<file path="src/rtl/display_capture_pkg.sv">
// Shared definitions for the display capture block: default sizing and dump FSM states.
package display_capture_pkg;
  localparam int unsigned DEF_SEGMENTS   = 1;
  localparam int unsigned DEF_ROWS       = 8;
  localparam int unsigned DEF_COLUMNS    = 32;
  localparam int unsigned DEF_CYCLEWIDTH = 4;

  typedef enum logic {
    ST_IDLE = 1'b0,
    ST_DUMP = 1'b1
  } dump_state_t;
endpackage

</file>
<file path="src/rtl/display_capture_if.sv">
// Panel-side inputs and pixel-write outputs of display_capture, bundled as one interface.
interface display_capture_if import display_capture_pkg::*; #(
  parameter int unsigned segments   = DEF_SEGMENTS,
  parameter int unsigned rows       = DEF_ROWS,
  parameter int unsigned columns    = DEF_COLUMNS,
  parameter int unsigned cyclewidth = DEF_CYCLEWIDTH
);
  localparam int unsigned NP = 3 * segments;
  localparam int unsigned IW = cyclewidth + 1;
  localparam int unsigned RW = (rows > 1) ? $clog2(rows) : 1;
  localparam int unsigned CW = (columns > 1) ? $clog2(columns) : 1;

  logic [NP-1:0]    rgb;
  logic             oclk;
  logic             lat;
  logic             oe;
  logic [RW-1:0]    row;
  logic             wr_valid;
  logic [RW-1:0]    wr_row;
  logic [CW-1:0]    wr_column;
  logic [IW*NP-1:0] wr_pixel;
  logic             frame_done;
  logic             shift_error;
  logic             overrun;

  modport master (
    output rgb, oclk, lat, oe, row,
    input  wr_valid, wr_row, wr_column, wr_pixel, frame_done, shift_error, overrun
  );

  modport slave (
    input  rgb, oclk, lat, oe, row,
    output wr_valid, wr_row, wr_column, wr_pixel, frame_done, shift_error, overrun
  );
endinterface

</file>
<file path="src/rtl/display_capture_accum.sv">
// Per-pixel on-time accumulators plus the dump buffer read out one column at a time.
module display_capture_accum #(
  parameter int unsigned np      = 3,
  parameter int unsigned columns = 32,
  parameter int unsigned iw      = 5,
  parameter int unsigned cw      = 5
) (
  input  logic                  clk,
  input  logic                  rst,
  input  logic [columns*np-1:0] lit,
  input  logic                  inc,
  input  logic                  clear,
  input  logic                  copy,
  input  logic [cw-1:0]         rd_col,
  output logic [iw*np-1:0]      rd_pixel
);
  logic [iw-1:0] acc     [columns][np];
  logic [iw-1:0] acc_inc [columns][np];
  logic [iw-1:0] dbuf    [columns][np];

  // Increment is computed first so a coincident copy sees the post-increment value.
  always_comb begin
    acc_inc = acc;
    for (int unsigned c = 0; c < columns; c++) begin
      for (int unsigned p = 0; p < np; p++) begin
        if (inc && lit[c*np+p] && (acc[c][p] != '1)) begin
          acc_inc[c][p] = acc[c][p] + iw'(1);
        end
      end
    end
  end

  always_ff @(posedge clk) begin
    if (rst) begin
      acc  <= '{default: '0};
      dbuf <= '{default: '0};
    end else begin
      for (int unsigned c = 0; c < columns; c++) begin
        for (int unsigned p = 0; p < np; p++) begin
          acc[c][p] <= clear ? '0 : acc_inc[c][p];
        end
      end
      if (copy) begin
        dbuf <= acc_inc;
      end
    end
  end

  always_comb begin
    rd_pixel = '0;
    for (int unsigned p = 0; p < np; p++) begin
      rd_pixel[p*iw +: iw] = dbuf[rd_col][p];
    end
  end
endmodule

</file>
<file path="src/rtl/display_capture.sv">
// Captures a serial LED-panel stream, integrates PWM on-time per pixel and dumps each row.
module display_capture import display_capture_pkg::*; #(
  parameter int unsigned segments   = DEF_SEGMENTS,
  parameter int unsigned rows       = DEF_ROWS,
  parameter int unsigned columns    = DEF_COLUMNS,
  parameter int unsigned cyclewidth = DEF_CYCLEWIDTH
) (
  input logic             clk,
  input logic             rst,
  display_capture_if.slave bus
);
  localparam int unsigned NP  = 3 * segments;
  localparam int unsigned IW  = cyclewidth + 1;
  localparam int unsigned RW  = (rows > 1) ? $clog2(rows) : 1;
  localparam int unsigned CW  = (columns > 1) ? $clog2(columns) : 1;
  localparam int unsigned SCW = $clog2(columns + 2);

  logic oclk_q, lat_q, oe_q;
  logic oclk_rise, lat_rise, oe_fall;
  logic [NP-1:0]  sr      [columns];
  logic [NP-1:0]  sr_next [columns];
  logic [NP-1:0]  lat_reg [columns];
  logic [SCW-1:0] shift_cnt, shift_cnt_next;
  logic [RW-1:0]  acc_row, dump_row;
  logic           acc_row_vld;
  logic           commit, accept;
  logic           shift_error_q, overrun_q, frame_done_q, frame_done_next;
  logic           dump_valid;
  logic [CW-1:0]  col, col_next;
  logic [columns*NP-1:0] lit;
  logic [IW*NP-1:0]      rd_pixel;
  dump_state_t    state, state_next;

  assign oclk_rise = bus.oclk & ~oclk_q;
  assign lat_rise  = bus.lat & ~lat_q;
  assign oe_fall   = oe_q & ~bus.oe;
  assign commit    = lat_rise & acc_row_vld & (bus.row != acc_row);
  assign accept    = commit & (state == ST_IDLE);

  // First-shifted sample drifts down to index 0 after a full row of shifts.
  always_comb begin
    sr_next        = sr;
    shift_cnt_next = shift_cnt;
    if (oclk_rise) begin
      for (int unsigned c = 0; c + 1 < columns; c++) begin
        sr_next[c] = sr[c+1];
      end
      sr_next[columns-1] = bus.rgb;
      if (shift_cnt != SCW'(columns + 1)) begin
        shift_cnt_next = shift_cnt + SCW'(1);
      end
    end
  end

  always_comb begin
    lit = '0;
    for (int unsigned c = 0; c < columns; c++) begin
      for (int unsigned p = 0; p < NP; p++) begin
        lit[c*NP+p] = lat_reg[c][p];
      end
    end
  end

  always_ff @(posedge clk) begin
    if (rst) begin
      oclk_q        <= 1'b0;
      lat_q         <= 1'b0;
      oe_q          <= 1'b0;
      sr            <= '{default: '0};
      lat_reg       <= '{default: '0};
      shift_cnt     <= '0;
      acc_row       <= '0;
      acc_row_vld   <= 1'b0;
      shift_error_q <= 1'b0;
      overrun_q     <= 1'b0;
    end else begin
      oclk_q <= bus.oclk;
      lat_q  <= bus.lat;
      oe_q   <= bus.oe;
      sr     <= sr_next;
      if (lat_rise) begin
        lat_reg     <= sr_next;
        shift_cnt   <= '0;
        acc_row     <= bus.row;
        acc_row_vld <= 1'b1;
        if (shift_cnt_next != SCW'(columns)) shift_error_q <= 1'b1;
        if (commit && (state == ST_DUMP))    overrun_q     <= 1'b1;
      end else begin
        shift_cnt <= shift_cnt_next;
      end
    end
  end

  always_ff @(posedge clk) begin
    if (rst) begin
      state        <= ST_IDLE;
      col          <= '0;
      dump_row     <= '0;
      frame_done_q <= 1'b0;
    end else begin
      state        <= state_next;
      col          <= col_next;
      frame_done_q <= frame_done_next;
      if (accept) dump_row <= acc_row;
    end
  end

  always_comb begin
    state_next      = state;
    col_next        = col;
    dump_valid      = 1'b0;
    frame_done_next = 1'b0;
    case (state)
      ST_IDLE: begin
        if (accept) begin
          state_next = ST_DUMP;
          col_next   = '0;
        end
      end
      ST_DUMP: begin
        dump_valid = 1'b1;
        col_next   = col + CW'(1);
        if (col == CW'(columns - 1)) begin
          state_next      = ST_IDLE;
          col_next        = '0;
          frame_done_next = (dump_row == RW'(rows - 1));
        end
      end
      default: state_next = ST_IDLE;
    endcase
  end

  display_capture_accum #(
    .np      (NP),
    .columns (columns),
    .iw      (IW),
    .cw      (CW)
  ) u_accum (
    .clk      (clk),
    .rst      (rst),
    .lit      (lit),
    .inc      (oe_fall),
    .clear    (commit),
    .copy     (accept),
    .rd_col   (col),
    .rd_pixel (rd_pixel)
  );

  assign bus.wr_valid    = dump_valid;
  assign bus.wr_row      = dump_valid ? dump_row : '0;
  assign bus.wr_column   = dump_valid ? col : '0;
  assign bus.wr_pixel    = dump_valid ? rd_pixel : '0;
  assign bus.frame_done  = frame_done_q;
  assign bus.shift_error = shift_error_q;
  assign bus.overrun     = overrun_q;
endmodule

</file>
<file path="src/flat_wrapper.sv">
// flat-port wrapper written by rule: the top's interface ports become plain ports
module display_capture_flat import display_capture_pkg::*;
#(
  parameter int unsigned segments   = DEF_SEGMENTS,
  parameter int unsigned rows       = DEF_ROWS,
  parameter int unsigned columns    = DEF_COLUMNS,
  parameter int unsigned cyclewidth = DEF_CYCLEWIDTH
)
  (clk, rst, bus_rgb, bus_oclk, bus_lat, bus_oe, bus_row, bus_wr_valid, bus_wr_row, bus_wr_column, bus_wr_pixel, bus_frame_done, bus_shift_error, bus_overrun);
  display_capture_if #(.segments(segments), .rows(rows), .columns(columns), .cyclewidth(cyclewidth)) bus_i ();
  input logic clk;
  input logic rst;
  input wire logic [$bits(bus_i.rgb)-1:0] bus_rgb;
  input wire logic [$bits(bus_i.oclk)-1:0] bus_oclk;
  input wire logic [$bits(bus_i.lat)-1:0] bus_lat;
  input wire logic [$bits(bus_i.oe)-1:0] bus_oe;
  input wire logic [$bits(bus_i.row)-1:0] bus_row;
  output wire logic [$bits(bus_i.wr_valid)-1:0] bus_wr_valid;
  output wire logic [$bits(bus_i.wr_row)-1:0] bus_wr_row;
  output wire logic [$bits(bus_i.wr_column)-1:0] bus_wr_column;
  output wire logic [$bits(bus_i.wr_pixel)-1:0] bus_wr_pixel;
  output wire logic [$bits(bus_i.frame_done)-1:0] bus_frame_done;
  output wire logic [$bits(bus_i.shift_error)-1:0] bus_shift_error;
  output wire logic [$bits(bus_i.overrun)-1:0] bus_overrun;
  assign bus_i.rgb = bus_rgb;
  assign bus_i.oclk = bus_oclk;
  assign bus_i.lat = bus_lat;
  assign bus_i.oe = bus_oe;
  assign bus_i.row = bus_row;
  assign bus_wr_valid = bus_i.wr_valid;
  assign bus_wr_row = bus_i.wr_row;
  assign bus_wr_column = bus_i.wr_column;
  assign bus_wr_pixel = bus_i.wr_pixel;
  assign bus_frame_done = bus_i.frame_done;
  assign bus_shift_error = bus_i.shift_error;
  assign bus_overrun = bus_i.overrun;
  display_capture #(.segments(segments), .rows(rows), .columns(columns), .cyclewidth(cyclewidth)) u_core (.clk(clk), .rst(rst), .bus(bus_i));
endmodule
</file>
<file path="config.mk">
export PLATFORM = sky130hd
export DESIGN_NAME = display_capture_flat
export DESIGN_NICKNAME = d
export VERILOG_FILES = /design/src/rtl/display_capture_pkg.sv /design/src/rtl/display_capture_if.sv /design/src/rtl/display_capture_accum.sv /design/src/rtl/display_capture.sv /design/src/flat_wrapper.sv
export SDC_FILE = /design/constraint.sdc
export NUM_CORES = 2
export LEC_CHECK = 0
export ABC_AREA = 1
export ABC_CLOCK_PERIOD_IN_PS = 5770
export CORE_ASPECT_RATIO = 1.5
export CORE_MARGIN = 4
export CORE_UTILIZATION = 28
export DETAILED_ROUTE_END_ITERATION = 10
export GPL_TIMING_DRIVEN = 0
export PLACE_DENSITY_LB_ADDON = 0.3
export SLEW_MARGIN = 40
export SYNTH_ARGS = -nofsm -noshare
export SYNTH_HDL_FRONTEND = slang
export SYNTH_SLANG_ARGS = --single-unit
</file>
<file path="constraint.sdc">
create_clock -name clk -period 5.77 [get_ports clk]
set_input_delay 1.154 -clock clk [delete_from_list [all_inputs] [get_ports clk]]
set_output_delay 1.154 -clock clk [all_outputs]
set_load 0.005 [all_outputs]
</file>
# --- Word level (Yosys, flattened, before mapping) ---
# Index checks and enable logic that the tools add are counted.
classes:
  muxes: 112
  bitwise_logic: 12
  n_eq_ne: 102
  order_cmp: 1
  reduce_logical: 198
  n_addsub: 98
ops:
  columns: ["operator", "count"]
  rows:
  - ["$mux W5", 99]
  - ["$add A5 B1 Y5 const B", 97]
  - ["$ne A5 B5 Y1 const B", 96]
  - ["$logic_and A1 B1 Y1", 193]
  - ["$mux W96", 1]
  - ["$bmux W15 S5", 1]
  - ["$mux W15", 3]
  - ["$mux W6", 2]
  - ["$ne A6 B6 Y1 const B", 2]
  - ["$pmux W5 S2", 1]
  - ["$add A6 B1 Y6 const B", 1]
  - ["$and A1 B1 Y1", 6]
  - ["$ge A6 B6 Y1 const B", 1]
  - ["$not A5 Y6", 1]
  - ["$eq A5 B5 Y1 const B", 1]
  - ["$not A1 Y1", 5]
  - ["$reduce_and A2 Y1", 2]
  - ["$reduce_or A2 Y1", 2]
  - ["$eq A3 B3 Y1 const B", 1]
  - ["$mux W1", 3]
  - ["$mux W3", 1]
  - ["$ne A3 B3 Y1", 1]
  - ["$reduce_or A3 Y1", 1]
  - ["$ne A2 B1 Y1 const B", 1]
  - ["$pmux W1 S2", 1]
word_totals:
  register_bits: 1177
  out_inout_bits: 27
  in_bits: 11
  elab_cells: 791

# --- Depth between registers and ports, before layout ---
depth:
  ltp_word: 7
  depth_mapped: 12
  ltp_nobuf: 12

# --- Cells and area by module ---
# A second synthesis with hierarchy kept.
hier_totals:
  cells_unflattened: 7334
  hier_area_um2: 54070.6
by_module_without_submodules:
  columns: ["mod", "area_each_um2", "n_inst", "cells_per_inst", "seq_area_each_um2"]
  rows:
  - ["display_capture_accum", 45954.1, 1, 6332, 19218.4]
  - ["display_capture", 8116.5, 1, 1002, 4344.2]

# --- Worst setup path before layout ---
# OpenSTA, ideal clock, no wires.
synth_timing:
  path_type: "register -> output"
  startpoint: "reg u_core.col[0]"
  endpoint: "out bus_wr_pixel[8]"
  required_ns: 4.616
  slack_ns: 3.087
  n_path_buf: 4
  stages_incl_launch_ff: 11
  t_arrival_ns: 1.529
  path_cell_list: "dfxtp_1 buf_2 buf_2 buf_2 buf_2 o21ai_0 o211ai_1 o211ai_1 nand2_1 nand2_1 nand2_1"
synth_between:
  elab_chain_cells: 5
synth_rtl:
  columns: ["element", "line", "rtl"]
  rows:
  - ["from (decl)", "display_capture.sv:29", "logic [CW-1:0] col, col_next;"]
  - ["from (signal assigned)", "display_capture.sv:102", "col <= col_next;"]
  - ["$not A5 Y6 (implied by the code)", "display_capture_accum.sv:52", "rd_pixel[p*iw +: iw] = dbuf[rd_col][p];"]
  - ["$bmux W15 S5", "display_capture_accum.sv:52", null]
  - ["$mux W15 (2 in a row)", null, null]
  - ["$mux W15", "display_capture.sv:152", "assign bus.wr_pixel = dump_valid ? rd_pixel : '0;"]
  - ["to (decl)", "flat_wrapper.sv:21", "output wire logic [$bits(bus_i.wr_pixel)-1:0] bus_wr_pixel;"]
# No other way between the ends. The select of a mux whose other input is x is not followed.

# --- Worst setup path after layout ---
layout_timing:
  startpoint: "reg u_core.col[1]"
  endpoint: "out bus_wr_pixel[8]"
# The elaborated chain is that of the path after synthesis.

==> reports/metrics.cfg <==
[status]
status=completed

[power_and_ir_drop]
peakVddDrop_uv=233.3
power.leakage_nw=24.05
powerDensity_nw_per_um2=306.8

[timing]
slew-limit-headroom_pct=34.96
clock_skew_ps=34.21
hold_viol_final=0
setup_viol=0
setup_ws_ps=250.8
period_minus_slack_ps=5519
finalCritPeriodShare_pct=95.65
slew_violations=0
setup_tns_ps=0
max_clock_freq_ghz=0.1812
worstMarginPinSlew_ps=965.5
rsz0062_at_grt=false

[worst_hold_path]
hold_path_class=register to register
hp-start=u_core.bus.shift_error

[logic_synthesis]
synth_area_leaders=dfxtp_1 46%, a21oi_1 7.7%, nor2_1 7.2%, inv_1 5.8%, o21ai_0 5.6%
synth.cell_area_um2=51770
ys_warn_count=0
synth_area_per_cell_um2=7.727
ys_ff_latch=1177
ys_seq_area_share_pct=45.51
synth_top_area_share_pct=45.51
synth_cell_types=34
yosysTopAreaCell=dfxtp_1
syn_inst=6700
syn_nets=6907

[job]
cap_violations=0

[cts]
cts_tree=yes
cts_hold_buf=0
clk_latency_ps=770
postCtsSetupBuffers=0
cts_buffer_depth=3
ctsHtreeMaxLevel=3
cts.sinks=1177
cts_root_buf=clkbuf_16
cts_resized=0
clk_pin_slew_worst_paths_ps=70
cts-buffers-inserted=110

[placed_design]
placed_cell_area_um2=55440
port_buffers=37
pre_cts_slack_ps=1209
dp_hpwl_um=173900
gp_congestion=1.053
dp.cells=9178

[global_routing]
grt_pass1_vias=44800
grt_use_total_pct=22.87
grt_overflow=0
antenna_found_initial=8
grt_max_degree=16
grt_pass1_wl_um=316700

[worst_setup_path]
crit_fanout=11
cp_data_arrival_time_ps=4370
worstSetupStartpointType=register
worstSetupStartpoint=u_core.col[1]
worst-setup-path-type=register to output port
critical_path_required_ps=4620
worstSetupEndpointType=output port
r2r-start=u_core.oe_q

[finish]
design_area_um2=59180
utilization_pct=32.16
area_growth_pct=14.31
finalNetCount=7061
drive_gt1_share_pct=8.383
fillers=19820
final_cells=9392
top_regs=u_core.u_accum.acc x480, u_core.u_accum.dbuf x480

[drt]
wl_per_cell_um=24.28
drt-vias-per-instance=4.956
routed_wl_um=228000
vias=46550
drc_errors=0
ant_nets=0
first_iter_violations=4453
dr.pass1.iters=6

[floorplanning]
pin_count=38
rows=193
fp.dieW_um=359.1
dieHeight_um=534.6
core_area_um2=184000
start_util_pct=28.13
design.die.area_um2=192000

==> critical path, stage by stage (launching register included) <==
cell and delay [ps]:
dfxtp_1 390, clkbuf_2 520, clkbuf_2 620, o21ai_0 180, o211ai_1 330, nand3_1 450
nand2_1 200, nand2_1 80, nand2_1 250, clkdlybuf4s50_1 570
==> metrics by stage <==
step	hold WS, ps	total power [mW]
after floorplan	426.3	9.754
after global placement	436.0	10.59
after detailed placement	438.9	10.63
after CTS	449.4	18.19
after global routing	461.1	18.67
final	447.0	18.16
==> power breakdown <==
group / total, mW / switching, mW / internal, mW
clock: 7.65 / 3.45 / 4.20
sequential: 8.65 / 0.191 / 8.46
combinational: 1.86 / 1.38 / 0.475
total: 18.2 / 5.03 / 13.1
==> per-layer routing <==
metal  GRT usage [%]  vias up  part of all wire (%)
met5               0        -                 0.035
met4           21.18        6                    11
met3           4.316      732                   6.1
met2           38.67     1804                    47
met1           24.00    22180                    36
li1                -    21830                     -
==> logic make-up (layout without fill, tap and decap cells) <==
logic type,Yosys count,after routing,synth area share [%]
flops,1177,1177,45.51
simple gates,2030,2030,15.43
xor+xnor,292,292,4.940
mux,96,96,1.856
fa+ha+maj,196,196,4.737
buf+inv,1196,1439,9.590
compound gates,1713,1713,17.93
other cells,0,12,0
==> final timing paths <==
path | end | slack, ps | cells after the start
max | bus_wr_pixel[8] | 250 | 9
min | u_core.bus.shift_error | 450 | 2
max reg2reg | u_core.u_accum.dbuf[74] | 2540 | 8
min reg2reg | u_core.bus.shift_error | 450 | 2
==> synthesized netlist by cell type, drive strengths merged <==
master	count
o21a	97
o211ai	44
buf	216
xor2	194
nor2	1000
a211oi	3
xnor2	98
nor3	98
a21oi	884
inv	805
nand3	159
o221ai	1
nand4	1
dfxtp	1177
o21ai	684
ha	196
mux2i	96
nand2	768
clkbuf	175
or2	2
nor4	1
nand3b	1
==> layout by cell type, fill, tap and decap left out, types with 2 or more instances in the layout <==
cell type and count:
diode_2 12, clkbuf_16 110, clkbuf_2 77, a211oi_1 3, buf_2 159, ha_1 196
nand3_1 159, nor2_1 997, buf_1 8, bufinv_16 7, xnor2_1 98, o21a_1 97
buf_16 3, o211ai_1 44, clkinvlp_4 6, buf_6 27, o21ai_1 108, xor2_1 194
clkbuf_8 28, clkinv_4 2, a21oi_2 102, inv_6 6, dfxtp_1 1177, clkinv_8 3
o21ai_0 575, clkinv_2 19, a21oi_1 782, nand2_1 767, buf_4 21, clkdlybuf4s50_1 37
mux2i_1 96, clkbuf_1 118, inv_2 3, inv_1 802, nor3_1 98
==> layout make-up <==
type / count / area, um^2 / area share (%)
inverter: 805 / 3022 / 5.106
buffer: 391 / 2052 / 3.467
clock inverter: 44 / 489.2 / 0.8267
antenna: 12 / 30.03 / 0.05074
multi-input combinational: 4327 / 23280 / 39.35
sequential: 1177 / 23560 / 39.82
timing repair buffer: 42 / 480.5 / 0.8119
clock buffer: 157 / 3209 / 5.423
tap: 2437 / 3049 / 5.153
No activity file was read; power rests on OpenSTA's default activity.
